### config.mk
export PLATFORM = sky130hd
export DESIGN_NAME = gol_sequencer
export DESIGN_NICKNAME = d
export VERILOG_FILES = /design/src/rtl/gol_sequencer.sv
export SDC_FILE = /design/constraint.sdc
export NUM_CORES = 1
export LEC_CHECK = 0
export BUFFER_PORTS_ARGS = -buffer_cell sky130_fd_sc_hd__buf_2
export CORE_MARGIN = 2
export CORE_UTILIZATION = 50
export CTS_CLUSTER_DIAMETER = 50
export DETAILED_ROUTE_END_ITERATION = 12
export PLACE_DENSITY = 0.75
export SLEW_MARGIN = 10
export SYNTH_ARGS = -nofsm -noshare
export SYNTH_HDL_FRONTEND = slang
export SYNTH_SLANG_ARGS = --single-unit
export TNS_END_PERCENT = 30
### constraint.sdc
create_clock -name clock -period 2.4 [get_ports clock]
set_clock_uncertainty 0.1 [all_clocks]
set_input_delay 0.48 -clock clock [delete_from_list [all_inputs] [get_ports clock]]
set_output_delay 0.48 -clock clock [all_outputs]
set_load 0.01 [all_outputs]
### src/rtl/gol_sequencer.sv
// gol_sequencer: load / run / read job controller for a serially loaded
// Game-of-Life cell array.
// A job shifts N pattern bits into the array, steps it for a latched number
// of generations, then shifts the N cell states back out.
// Optional feature: define GOL_SEQ_RECIRC_EN to recirculate the array during
// readback, so that the array still holds its pattern after READ. When the
// macro is undefined, zeros are shifted in and the array is left all-dead.
module gol_sequencer #(
    parameter int rows    = 10,
    parameter int columns = 10,
    parameter int GEN_W   = 16
) (
    input  logic             clock,
    input  logic             reset_n,
    input  logic             start,
    input  logic [GEN_W-1:0] gens,
    input  logic             in_valid,
    input  logic             in_data,
    output logic             in_ready,
    output logic             out_valid,
    output logic             out_data,
    input  logic             out_ready,
    output logic             busy,
    output logic             done,
    output logic             Shift,
    output logic             NextTimeTick,
    output logic             DataIn,
    input  logic             DataOut
);

    localparam int N     = rows * columns;
    localparam int CNT_W = $clog2(N + 1);

    typedef enum logic [1:0] {
        IDLE = 2'd0,
        LOAD = 2'd1,
        RUN  = 2'd2,
        READ = 2'd3
    } state_t;

    state_t           state;
    state_t           state_nxt;
    logic [CNT_W-1:0] bitcnt;
    logic [GEN_W-1:0] gencnt;
    logic             last_bit;
    logic             in_hs;
    logic             out_hs;

    assign last_bit = (bitcnt == CNT_W'(N - 1));
    assign in_hs    = (state == LOAD) && in_valid;
    assign out_hs   = (state == READ) && out_ready;

    // State register; reset forces IDLE from any state.
    always_ff @(posedge clock) begin
        if (!reset_n) begin
            state <= IDLE;
        end else begin
            state <= state_nxt;
        end
    end

    // Next-state decode and array/handshake outputs.
    always_comb begin
        state_nxt    = state;
        in_ready     = 1'b0;
        out_valid    = 1'b0;
        out_data     = 1'b0;
        Shift        = 1'b0;
        NextTimeTick = 1'b0;
        DataIn       = 1'b0;
        busy         = (state != IDLE);
        case (state)
            IDLE: begin
                if (start) begin
                    state_nxt = LOAD;
                end
            end
            LOAD: begin
                in_ready = 1'b1;
                Shift    = in_valid;
                DataIn   = in_data;
                if (in_valid && last_bit) begin
                    // A zero generation count skips RUN entirely.
                    state_nxt = (gencnt == '0) ? READ : RUN;
                end
            end
            RUN: begin
                // RUN is only entered with gencnt >= 1, so this ticks exactly
                // the latched number of generations.
                NextTimeTick = (gencnt != '0);
                if (gencnt <= GEN_W'(1)) begin
                    state_nxt = READ;
                end
            end
            READ: begin
                out_valid = 1'b1;
                out_data  = DataOut;
                Shift     = out_ready;
`ifdef GOL_SEQ_RECIRC_EN
                DataIn    = DataOut;
`else
                DataIn    = 1'b0;
`endif
                if (out_ready && last_bit) begin
                    state_nxt = IDLE;
                end
            end
            default: state_nxt = IDLE;
        endcase
    end

    // Bit and generation counters; both advance only on real handshakes/ticks.
    always_ff @(posedge clock) begin
        if (!reset_n) begin
            bitcnt <= '0;
            gencnt <= '0;
        end else begin
            case (state)
                IDLE: begin
                    bitcnt <= '0;
                    if (start) begin
                        gencnt <= gens;
                    end
                end
                LOAD: begin
                    if (in_hs) begin
                        bitcnt <= last_bit ? '0 : bitcnt + 1'b1;
                    end
                end
                RUN: begin
                    if (gencnt != '0) begin
                        gencnt <= gencnt - 1'b1;
                    end
                end
                READ: begin
                    if (out_hs) begin
                        bitcnt <= last_bit ? '0 : bitcnt + 1'b1;
                    end
                end
                default: bitcnt <= '0;
            endcase
        end
    end

    // Completion pulse in the cycle after the final readback handshake.
    always_ff @(posedge clock) begin
        if (!reset_n) begin
            done <= 1'b0;
        end else begin
            done <= out_hs && last_bit;
        end
    end

endmodule
==> out/metrics.yaml <==
status: "finished clean"
drc: 0
antenna_found_initial: 0
power_density_nw_per_um2: 1146
drtIter0Drc: 104
first_pass_iters: 4
die_x_um: 62.43
avgSynthCellArea_um2: 8.012
fill_cells: 333
holdCritPathClass: "in2reg"
relSlewSlack: 0.6432
syn_to_final_growth_pct: 16.28
tightest_slew_ns: 0.5345
cp-start-kind: "flop"
num_vias: 1695
synth-edff-count: 0
boundaryPins: 31
cp_slowest_cell: "dfxtp_1"
synth_most_common_cell: "nand2_1"
dp_hpwl_um: 2933
finalHoldViolCount: 0
crit_chain: "nor4_4, nand4_1, nor2_1, nor2_1, buf_2"
critPathKind: "reg2out"
cp-end-kind: "output port"
yosysWarnings: 0
insertedDiodeCount: 0
synth_seq_cells: 26
synth_common_cells: "27 x nand2_1, 26 x dfxtp_1, 19 x nor2_1"
clk_latency_ns: 0.32
ys_types: 45
wire_per_inst_um: 13.40
initial_core_util: 0.5155
worstPathArrival_ns: 1.72
clk_pin_slew_ns: 0.13
cts_buffers: 3
placed_area_um2: 1941
ys_top_cells_by_area: "dfxtp_1 30%, ha_1 7.3%, nand2_1 5.9%, a21oi_1 5.3%, o32ai_1 5.1%"
root_buffer: "clkbuf_4"
yosysTopAreaCellShare: 0.3050
utilization: 0.5994
die_y_um: 62.43
core_um2: 3311
cts.sinks: 26
cap_violations: 0
clk_path_buf_depth: 2
syn-cell-area_um2: 1707
period_minus_slack_ns: 2.303
grt_pass1_wl_um: 6789
dp.cells: 289
worstPathRequired_ns: 1.82
cts-htree-levels: 1
synth_top_flop_cell: "dfxtp_1"
fmax_ghz: 0.4342
irDropWorstVdd_mv: 0.5574
rows: 21
grt_max_degree: 20
cp_slowest_stage_delay_ns: 0.39
grt_pass1_vias: 1577
grt-ovfl-total: 0
grt.total_usage: 0.2112
synthCells: 213
vias_per_cell: 5.765
stdcell_count: 294
globalplace.congestion: 0.8821
ys_seq_area_frac: 0.3050
antenna_left: 0
routed_wl_um: 3941
nNetsFinal: 283
portBuffers: 30
cts_tree: "built"
dieArea_um2: 3897
synth_top_cell_by_area: "dfxtp_1"
ys_async_sr_fraction: 0
min_period_over_period: 0.9597
crit_fanout: 6
synth_nets: 246
p_leak_nw: 0.8233
drive_above_1_share: 0.2218
cpMostUsedCell: "nor2_1"
setup_viol: 0
drv_slew: 0
total_power_mw: 2.274
fin_area_um2: 1984
## per-stage QoR
step	hold WS, ns	setup TNS, ns	setup WS (ns)
6_report	0.3038	0	0.09669
5_1_grt	0.2965	-0.008634	-0.008634
4_1_cts	0.2970	0	0.05031
3_5_place_dp	0.3662	0	0.2548
3_3_place_gp	0.3557	0	0.3263
2_1_floorplan	0.3397	0	0.4401
## cell usage in the layout (no fill, tap or decap), types with 8 or more instances in the layout
master / count
nor3_1: 10
nor2_1: 19
o32ai_1: 10
buf_4: 11
ha_1: 10
nand2_1: 27
dfxtp_1: 26
a21oi_1: 18
buf_2: 30
mux2i_1: 8
## metal layers
metal  global-route usage  part of all wire
met5                    0                 0
met4              0.05278             0.010
met3              0.04144             0.043
met2               0.3629              0.48
met1               0.2718              0.47
## layout make-up
type	count	area, um2	area share
Multi-Input combinational cell	170	1121	0.5649
Tap cell	46	57.56	0.02900
Inverter	8	30.03	0.01513
Sequential cell	26	520.5	0.2623
Timing Repair Buffer	41	232.7	0.1173
Clock buffer	3	22.52	0.01135
## cells by family (layout without fill, tap and decap cells)
logic type / after synthesis / after routing / synth area share
muxes: 8 / 8 / 0.04692
DFF: 26 / 26 / 0.3050
AOI/OAI and AO/OA: 52 / 52 / 0.2170
adders and majority gates: 10 / 10 / 0.07331
buffers and inverters: 17 / 52 / 0.04179
and+or+nand+nor: 95 / 95 / 0.2903
xor gates and xnor gates: 5 / 5 / 0.02566
## sequential cells by signal, indices dropped and copies added, names as in the netlist
| signal | count |
|---|---|
| gencnt | 16 |
| bitcnt | 7 |
| state | 2 |
| done | 1 |
## worst max-delay path: cells and delay by family (launching register included)
family                 cells  cell delay (ns)
and+or+nand+nor            4             0.88
DFF                        1             0.39
buffers and inverters      1             0.13
## where the power goes
part	switching, mW	leakage (nW)	total, mW	internal, mW
Combinational	0.775	0.597	1.41	0.633
Clock	0.124	0.0138	0.182	0.0589
Sequential	0.143	0.213	0.684	0.540
Total	1.04	0.823	2.27	1.23
## timing repair
| action | CTS | global route |
|---|---|---|
| resized for setup | 0 | 1 |
| hold buffers | 0 | 0 |
| setup buffers | 0 | 2 |
| endpoints found under the setup margin | 0 | 1 |
## worst paths after layout
| kind | start | cells after the start | slack [ns] | endpoint |
|---|---|---|---|---|
| hold reg to reg | gencnt[15] | 2 | 0.38 | gencnt[15] |
| setup / recovery | gencnt[11] | 5 | 0.1 | NextTimeTick |
| hold / removal | out_ready | 3 | 0.30 | done |
| setup reg to reg | gencnt[11] | 6 | 0.22 | state[1] |
Note: power is estimated with default switching activity, not from simulation.
